File: config.mk
export PLATFORM = sky130hd
export DESIGN_NAME = aes_round_ctrl
export DESIGN_NICKNAME = d
export VERILOG_FILES = /design/src/rtl/aes_pkg.sv /design/src/rtl/SubBytes.sv /design/src/rtl/aes_key_step.sv /design/src/rtl/aes_round_ctrl.sv
export SDC_FILE = /design/constraint.sdc
export NUM_CORES = 2
export LEC_CHECK = 0
export ABC_CLOCK_PERIOD_IN_PS = 11300
export CAP_MARGIN = 20
export CORE_AREA = 2 2 305 307
export CTS_CLUSTER_SIZE = 28
export DETAILED_ROUTE_END_ITERATION = 12
export DIE_AREA = 0 0 307 309
export GPL_TIMING_DRIVEN = 1
export PLACE_DENSITY = 0.69
export SETUP_SLACK_MARGIN = 0.02
export SLEW_MARGIN = 25
export SYNTH_ARGS = -nofsm -noshare
export SYNTH_HDL_FRONTEND = slang
export SYNTH_HIERARCHICAL = 1
export SYNTH_SLANG_ARGS = --single-unit
File: constraint.sdc
create_clock -name clk -period 11.3 [get_ports clk]
set_input_delay 1.13 -clock clk [delete_from_list [all_inputs] [get_ports clk]]
set_output_delay 1.13 -clock clk [all_outputs]
set_load 0.05 [all_outputs]
File: src/rtl/aes_pkg.sv
// rtl/aes_pkg.sv - shared AES-128 constants, FSM states, S-box and rcon helpers
package aes_pkg;

  localparam int NR = 10;

  typedef enum logic [1:0] {IDLE, RUN, DONE} fsm_t;

  // Forward S-box, entry 0 in the most significant byte
  localparam logic [2047:0] SBOX = {
    128'h637c777bf26b6fc53001672bfed7ab76, 128'hca82c97dfa5947f0add4a2af9ca472c0,
    128'hb7fd9326363ff7cc34a5e5f171d83115, 128'h04c723c31896059a071280e2eb27b275,
    128'h09832c1a1b6e5aa0523bd6b329e32f84, 128'h53d100ed20fcb15b6acbbe394a4c58cf,
    128'hd0efaafb434d338545f9027f503c9fa8, 128'h51a3408f929d38f5bcb6da2110fff3d2,
    128'hcd0c13ec5f974417c4a77e3d645d1973, 128'h60814fdc222a908846eeb814de5e0bdb,
    128'he0323a0a4906245cc2d3ac629195e479, 128'he7c8376d8dd54ea96c56f4ea657aae08,
    128'hba78252e1ca6b4c6e8dd741f4bbd8b8a, 128'h703eb5664803f60e613557b986c11d9e,
    128'he1f8981169d98e949b1e87e9ce5528df, 128'h8ca1890dbfe6426841992d0fb054bb16
  };

  function automatic logic [7:0] sbox(input logic [7:0] b);
    return SBOX[11'd2047 - {b, 3'b000} -: 8];
  endfunction

  function automatic logic [7:0] rcon(input logic [3:0] r);
    case (r)
      4'd1:    return 8'h01;
      4'd2:    return 8'h02;
      4'd3:    return 8'h04;
      4'd4:    return 8'h08;
      4'd5:    return 8'h10;
      4'd6:    return 8'h20;
      4'd7:    return 8'h40;
      4'd8:    return 8'h80;
      4'd9:    return 8'h1b;
      4'd10:   return 8'h36;
      default: return 8'h00;
    endcase
  endfunction

endpackage

File: src/rtl/SubBytes.sv
// rtl/SubBytes.sv - byte-wise S-box substitution over NB bytes
module SubBytes
  import aes_pkg::*;
#(
  parameter int NB = 4
) (
  input  logic [8*NB-1:0] din,
  output logic [8*NB-1:0] dout
);

  for (genvar i = 0; i < NB; i++) begin : g_byte
    assign dout[8*i +: 8] = sbox(din[8*i +: 8]);
  end

endmodule

File: src/rtl/aes_key_step.sv
// rtl/aes_key_step.sv - one AES-128 key-schedule step, combinational
module aes_key_step (
  input  logic [127:0] rk_in,
  input  logic [7:0]   rc,
  output logic [127:0] rk_out
);

  logic [31:0] w0, w1, w2, w3, rot, sub, t, n0, n1, n2, n3;

  assign w0  = rk_in[127:96];
  assign w1  = rk_in[95:64];
  assign w2  = rk_in[63:32];
  assign w3  = rk_in[31:0];
  assign rot = {w3[23:0], w3[31:24]};

  SubBytes #(.NB(4)) u_sub (
    .din  (rot),
    .dout (sub)
  );

  assign t  = sub ^ {rc, 24'h000000};
  assign n0 = w0 ^ t;
  assign n1 = w1 ^ n0;
  assign n2 = w2 ^ n1;
  assign n3 = w3 ^ n2;
  assign rk_out = {n0, n1, n2, n3};

endmodule

File: src/rtl/aes_round_ctrl.sv
// rtl/aes_round_ctrl.sv - iterative AES-128 controller driving an external round core
module aes_round_ctrl #(
  parameter int NR = 10
) (
  input  logic         clk,
  input  logic         rst,
  input  logic         in_valid,
  output logic         in_ready,
  input  logic [127:0] ptext,
  input  logic [127:0] key,
  output logic         out_valid,
  input  logic         out_ready,
  output logic [127:0] ctext,
  output logic [127:0] core_din,
  output logic [127:0] core_kin,
  output logic         core_sel,
  input  logic [127:0] core_dout
);

  import aes_pkg::*;

  fsm_t         fsm_q, fsm_d;
  logic [127:0] st_q, rk_q, step_key;
  logic [3:0]   rnd_q;
  logic [7:0]   rc_cur;
  logic         accept, last_rnd;

  assign rc_cur   = rcon(rnd_q);
  assign accept   = in_valid && (fsm_q == IDLE);
  assign last_rnd = (rnd_q == 4'(NR));

  aes_key_step u_key_step (
    .rk_in  (rk_q),
    .rc     (rc_cur),
    .rk_out (step_key)
  );

  always_ff @(posedge clk or posedge rst) begin
    if (rst) fsm_q <= IDLE;
    else     fsm_q <= fsm_d;
  end

  always_comb begin
    fsm_d = fsm_q;
    case (fsm_q)
      IDLE:    if (accept) fsm_d = RUN;
      RUN:     if (last_rnd) fsm_d = DONE;
      DONE:    if (out_ready) fsm_d = IDLE;
      default: fsm_d = IDLE;
    endcase
  end

  // Core output arrives inverted; undo it on capture
  always_ff @(posedge clk or posedge rst) begin
    if (rst) begin
      st_q  <= '0;
      rk_q  <= '0;
      rnd_q <= '0;
    end else if (fsm_q == IDLE && accept) begin
      st_q  <= ptext ^ key;
      rk_q  <= key;
      rnd_q <= 4'd1;
    end else if (fsm_q == RUN) begin
      st_q  <= ~core_dout;
      rk_q  <= step_key;
      rnd_q <= rnd_q + 4'd1;
    end
  end

  always_comb begin
    in_ready  = (fsm_q == IDLE);
    out_valid = (fsm_q == DONE);
    ctext     = st_q;
    core_din  = st_q;
    core_kin  = '0;
    core_sel  = 1'b0;
    if (fsm_q == RUN) begin
      core_kin = step_key;
      core_sel = last_rnd;
    end
  end

endmodule

# Yosys cells after proc, flatten, opt, wreduce, memory -nomap -nowiden

Memories as Yosys holds them, arrays and structs flattened.
Cells that the tools add are included.

Bits in registers: 262
Bits in latches: 0
RAM bits: 0
Memory bits (read-only): 128
Bits of input ports: 388
Output and inout port bits: 387
Word-level logic and storage cells: 44
Memories: 1

Add/subtract/negate cells: 5
Multipliers: 0
Divide/modulo/power cells: 0
$lt $le $gt $ge: 0
Equal/unequal tests: 6
Shift-type cells: 4
Muxes and demuxes: 12
Bitwise gates (word level): 7
Reduce and logical (&&, ||, !) cells: 5

Memories:

| memory           | words | bits a word | read ports | clocked after memory_dff | wr ports | line          | source |
|---|---|---|---|---|---|---|---|
| (name not given) | 16    | 8           | 1          | 0                        | 0        | aes_pkg.sv:25 | `case (r)` |

Operator list:

| operator                                                                       | number |
|---|---|
| 2055-bit by 12-bit indexed part select with 8-bit output, first input constant | 4 |
| 128-bit 2-to-1 mux                                                             | 5 |
| 32-bit bitwise XOR                                                             | 5 |
| 128-bit NOT                                                                    | 1 |
| 128-bit bitwise XOR                                                            | 1 |
| 11-bit subtractor, first input constant                                        | 4 |
| 4-bit 2-to-1 mux                                                               | 2 |
| 2-bit 2-to-1 mux                                                               | 3 |
| 2-bit one-hot mux with 3 select lines                                          | 1 |
| 4-bit by 1-bit adder with 4-bit output, second input constant                  | 1 |
| 4-bit equality test, second input constant                                     | 1 |
| 2-bit by 1-bit inequality test with 1-bit output, second input constant        | 2 |
| 3-bit AND reduction                                                            | 1 |
| 2-bit by 1-bit equality test with 1-bit output, second input constant          | 1 |
| 2-bit equality test, second input constant                                     | 1 |
| 1-bit logical AND                                                              | 2 |
| 2-bit logical NOT                                                              | 1 |
| 2-bit inequality test, second input constant                                   | 1 |
| 2-bit nonzero test                                                             | 1 |
| 1-bit 2-to-1 mux                                                               | 1 |

# Longest topological paths before layout

Word-level depth: 9
Gate-level depth with buffers: 17
Mapped depth without buffers: 13

# By module

Netlist, hierarchy kept.

By module, submodules not included:

| module         | instances | cells an instance | area an instance (um^2) | sequential area each (um^2) |
|---|---|---|---|---|
| aes_round_ctrl | 1         | 1715              | 15403.5                 | 6556.3 |
| SubBytes       | 1         | 2254              | 13634.3                 | 0.0 |
| aes_key_step   | 1         | 175               | 1550.2                  | 0.0 |

# Least setup slack after synthesis

No wires, ideal clock.

Path type: reg2out
Start: register rk_q[17]
End: output core_kin[59]
Arrival: 3.606 ns
Required time: 10.170 ns
Path slack: 6.564 ns
Cell stages (with the launch flop): 17
Path buffers: 3
Cells stage by stage: dfrtp_1 -> buf_6 -> inv_1 -> ha_1 -> buf_4 -> nor2b_1 -> clkbuf_1 -> or3_1 -> nand3_1 -> o21ai_0 -> a211o_1 -> a32o_1 -> xnor2_1 -> xnor2_1 -> xor2_1 -> nand2_1 -> inv_1

Longest elaborated chain between the ends: 7

Ends and longest elaborated chain:

| what                                                     | line                 | source |
|---|---|---|
| start: declaration                                       | aes_round_ctrl.sv:23 | `logic [127:0] st_q, rk_q, step_key;` |
| start signal: assignment                                 | aes_round_ctrl.sv:61 | `rk_q <= key;` |
| start signal: assignment                                 | aes_round_ctrl.sv:65 | `rk_q <= step_key;` |
| 11-bit subtractor                                        | aes_pkg.sv:21        | `return SBOX[11'd2047 - {b, 3'b000} -: 8];` |
| 2055-bit by 12-bit indexed part select with 8-bit output | aes_pkg.sv:21        |  |
| via u_key_step.sub[27]                                   | aes_key_step.sv:8    | `logic [31:0] w0, w1, w2, w3, rot, sub, t, n0, n1, n2, n3;` |
| 32-bit bitwise XOR                                       | aes_key_step.sv:21   | `assign t = sub ^ {rc, 24'h000000};` |
| 32-bit bitwise XOR                                       | aes_key_step.sv:22   | `assign n0 = w0 ^ t;` |
| 32-bit bitwise XOR                                       | aes_key_step.sv:23   | `assign n1 = w1 ^ n0;` |
| via step_key[91]                                         | aes_round_ctrl.sv:23 |  |
| 32-bit bitwise XOR                                       | aes_key_step.sv:24   | `assign n2 = w2 ^ n1;` |
| via step_key[59]                                         | aes_round_ctrl.sv:23 |  |
| 128-bit 2-to-1 mux                                       | aes_round_ctrl.sv:77 | `if (fsm_q == RUN) begin` |
| end: declaration                                         | aes_round_ctrl.sv:15 | `output logic [127:0] core_kin,` |

The timed path passes the listed nets, and every way through them passes these cells.

# Final worst setup path

Start: register rk_q[28]
End: output core_kin[4]

Longest elaborated chain between the ends: 8

Ends and longest elaborated chain:

| what                                                     | line                 | source |
|---|---|---|
| 11-bit subtractor                                        | aes_pkg.sv:21        |  |
| 2055-bit by 12-bit indexed part select with 8-bit output | aes_pkg.sv:21        |  |
| via u_key_step.sub[4]                                    | aes_key_step.sv:8    |  |
| 32-bit bitwise XOR                                       | aes_key_step.sv:21   |  |
| 32-bit bitwise XOR                                       | aes_key_step.sv:22   |  |
| via step_key[100]                                        | aes_round_ctrl.sv:23 |  |
| 32-bit bitwise XOR                                       | aes_key_step.sv:23   |  |
| 32-bit bitwise XOR                                       | aes_key_step.sv:24   |  |
| via step_key[36]                                         | aes_round_ctrl.sv:23 |  |
| 32-bit bitwise XOR                                       | aes_key_step.sv:25   | `assign n3 = w3 ^ n2;` |
| via step_key[4]                                          | aes_round_ctrl.sv:23 |  |
| 128-bit 2-to-1 mux                                       | aes_round_ctrl.sv:77 |  |

The timed path passes the listed nets, and every way through them passes these cells.

==> flow_summary.json <==
{
  "run_status": "finished clean",
  "io_buffers": 774,
  "dpl.hpwl_mm": 120,
  "grt_pass1_wl_mm": 231,
  "area_growth_pct": 25.9,
  "syn_area_um2": 30600,
  "drtIter0Drc": 5772,
  "fin_crit_sh": 0.670,
  "synth-main-ff-cell": "dfrtp_1",
  "max_cap_violations": 0,
  "insertion_delay_ns": 0.58,
  "h-tree-depth": 2,
  "grt_pass1_vias": 32505,
  "critPathArrivalTime_ns": 6.45,
  "worst_slew_pin_slew_ns": 1.29,
  "rsz0062_at_grt": "false",
  "crit_slowest_cell": "nor2_1",
  "cts_made_buffers": 36,
  "avgRoutedWirePerCell_um": 28.6,
  "fill_cells": 9337,
  "layout.nets": 4933,
  "crit_chain": "buf_4 > inv_1 > nor2_1 > o2111ai_1 > a31oi_1 > nor2_1 > nor4_2 > xor2_1 > xnor2_1 > xor2_1 > nand2_1 > inv_1 > clkdlybuf4s50_1",
  "cpPeakStageDelay_ns": 0.87,
  "hold_class": "reg -> reg",
  "coreArea_um2": 91400,
  "overflow": 0,
  "layout-drive-gt1-share": 0.0668,
  "synth.area.top_cells": "dfrtp_1, xnor2_1, nand2_1",
  "synthArstFlopShare": 1.00,
  "hold_viol": 0,
  "synth_nets": 4598,
  "die_area_um2": 94900,
  "die_h_um": 309,
  "grt_usage": 0.324,
  "yosysMostFrequentCell": "nand2_1",
  "start_util": 0.335,
  "setup_viol": 0,
  "grt_antenna_before_repair": 9,
  "ctsResizeCount": 0,
  "cts_sinks": 262,
  "synthTopCellsByCount": "nand2_1, nor2_1, dfrtp_1",
  "route.detailed.drc": 0,
  "synth-seq-area-share": 0.214,
  "finalMaxSlewViolations": 0,
  "critical_path.top_delay_family": "buffers and inverters",
  "multiInputGateArea_um2": 20300,
  "cts_tree": "built",
  "die_w_um": 307,
  "fin_crit_ns": 7.58,
  "num_rows": 111,
  "worstSetupPathType": "reg -> out",
  "synthCells": 4144,
  "grt_max_degree": 177,
  "wirelength_mm": 163,
  "startpoint_type": "flip-flop",
  "cp_max_fo": 50,
  "ctsHoldBuffers": 0,
  "vias": 35324,
  "clock_path_buffers": 3,
  "setup_tns_ns": 0,
  "synth-edff-count": 0,
  "regArea_um2": 6590,
  "post_cts_buffers": 0,
  "ys_types": 95,
  "yosys.area.top_type": "dfrtp_1",
  "max_freq_mhz": 132,
  "required_ns": 10.17,
  "root_buffer": "clkbuf_16",
  "syn_area_per_cell_um2": 7.38,
  "postRouteAntennaNets": 0,
  "ios": 775,
  "viasPerCell": 6.20,
  "yosysTopAreaCellShare": 0.214,
  "skew_ns": 0.0270,
  "first_pass_iters": 6,
  "r2r_slack_ns": 6.06,
  "relSlewSlack": 0.131,
  "clkTransAtPathRegs_ns": 0.06,
  "endpoint_kind": "output pin",
  "cp_num_buf_inv": 4,
  "yosys_warnings": 6,
  "ys_ff_latch": 262,
  "gp_congestion": 1.05
}
-- worst paths after layout --
path / end / startpoint / cells after the start
worst max register to register: rk_q[24]$_DFFE_PP0P_ / rk_q[17]$_DFFE_PP0P_ / 14
worst max-delay path: core_kin[4] / rk_q[28]$_DFFE_PP0P_ / 13
min in group asynchronous: core_din[40]$_DFFE_PP0P_ / rst / 2
worst min register to register: rk_q[110]$_DFFE_PP0P_ / rk_q[110]$_DFFE_PP0P_ / 2
worst min-delay path: rk_q[110]$_DFFE_PP0P_ / rk_q[110]$_DFFE_PP0P_ / 2
max in group asynchronous: core_din[111]$_DFFE_PP0P_ / rst / 4
-- cell families after synthesis --
kind of cell,after synthesis,share of synthesized area
XOR/XNOR,313,0.0906
adder cells (fa/ha/maj),66,0.0270
AND/OR/NAND/NOR,1392,0.223
buffers and inverters,716,0.124
flip-flops,262,0.214
AO/OA/AOI/OAI,1353,0.301
multiplexers,42,0.0205
-- area by class of cell --
cell class,count,share of cell area
Multi-Input combinational cell,3166,0.527
Timing Repair Buffer,839,0.215
Sequential cell,262,0.171
Tap cell,1186,0.0385
Clock buffer,51,0.0275
Inverter,174,0.0172
Clock inverter,13,0.00344
Antenna cell,5,0.000325
-- registers in the layout, indices dropped and copies added (netlist names) --
name	flops
core_din	128
fsm_q	2
rk_q	128
rnd_q	4
-- layout by cell type, fill, tap and decap left out, types with 17 or more instances in the layout --
cell               n
a211oi_1          97
a21oi_1          247
a311oi_1          41
a31oi_1          201
and2_1            28
buf_4             61
clkbuf_16         37
clkdlybuf4s50_1  773
dfrtp_1          248
ha_1              66
inv_1            164
mux2i_1           21
nand2_1          452
nand2b_1          81
nand3_1           76
nand3b_1         102
nor2_1           319
nor2b_1           66
nor3_1           100
nor3b_1           46
nor4_1            17
o211ai_1          72
o211ai_2          87
o21ai_0          226
o21ai_1          113
o221ai_1          17
o22ai_1           22
o311ai_0          26
o31ai_1           21
or3_1             18
xnor2_1          212
xor2_1            94
-- tightest hold or removal path, cell delays in order, from the launching register on --
cell	delay (ns)
dfrtp_1	0.38
nand2_1	0.06
a31oi_1	0.07
-- stage by stage --
| step | hold slack (ns) | setup slack (ns) | instance area [µm²] | utilization | std cells |
|---|---|---|---|---|---|
| after floorplan | 0.525 | 2.96 | 30600 | - | 4144 |
| after global placement | 0.547 | 4.46 | 37300 | 0.408 | 5626 |
| after detailed placement | 0.551 | 4.47 | 37300 | 0.408 | 5627 |
| after CTS | 0.561 | 3.86 | 38500 | 0.421 | 5691 |
| after global routing | 0.576 | 3.54 | 38500 | 0.421 | 5695 |
| final | 0.560 | 3.72 | 38500 | 0.421 | 5696 |
-- per-layer routing --
metal / GRT usage / part of all wire
met1: 0.426 / 0.39
met4: 0.155 / 0.057
met2: 0.496 / 0.44
met3: 0.0832 / 0.12
met5: 0 / 0.00025
Power is left out: the tool's default activity adds up to more than one toggle a clock period on the data nets, which glitch-free logic cannot reach.
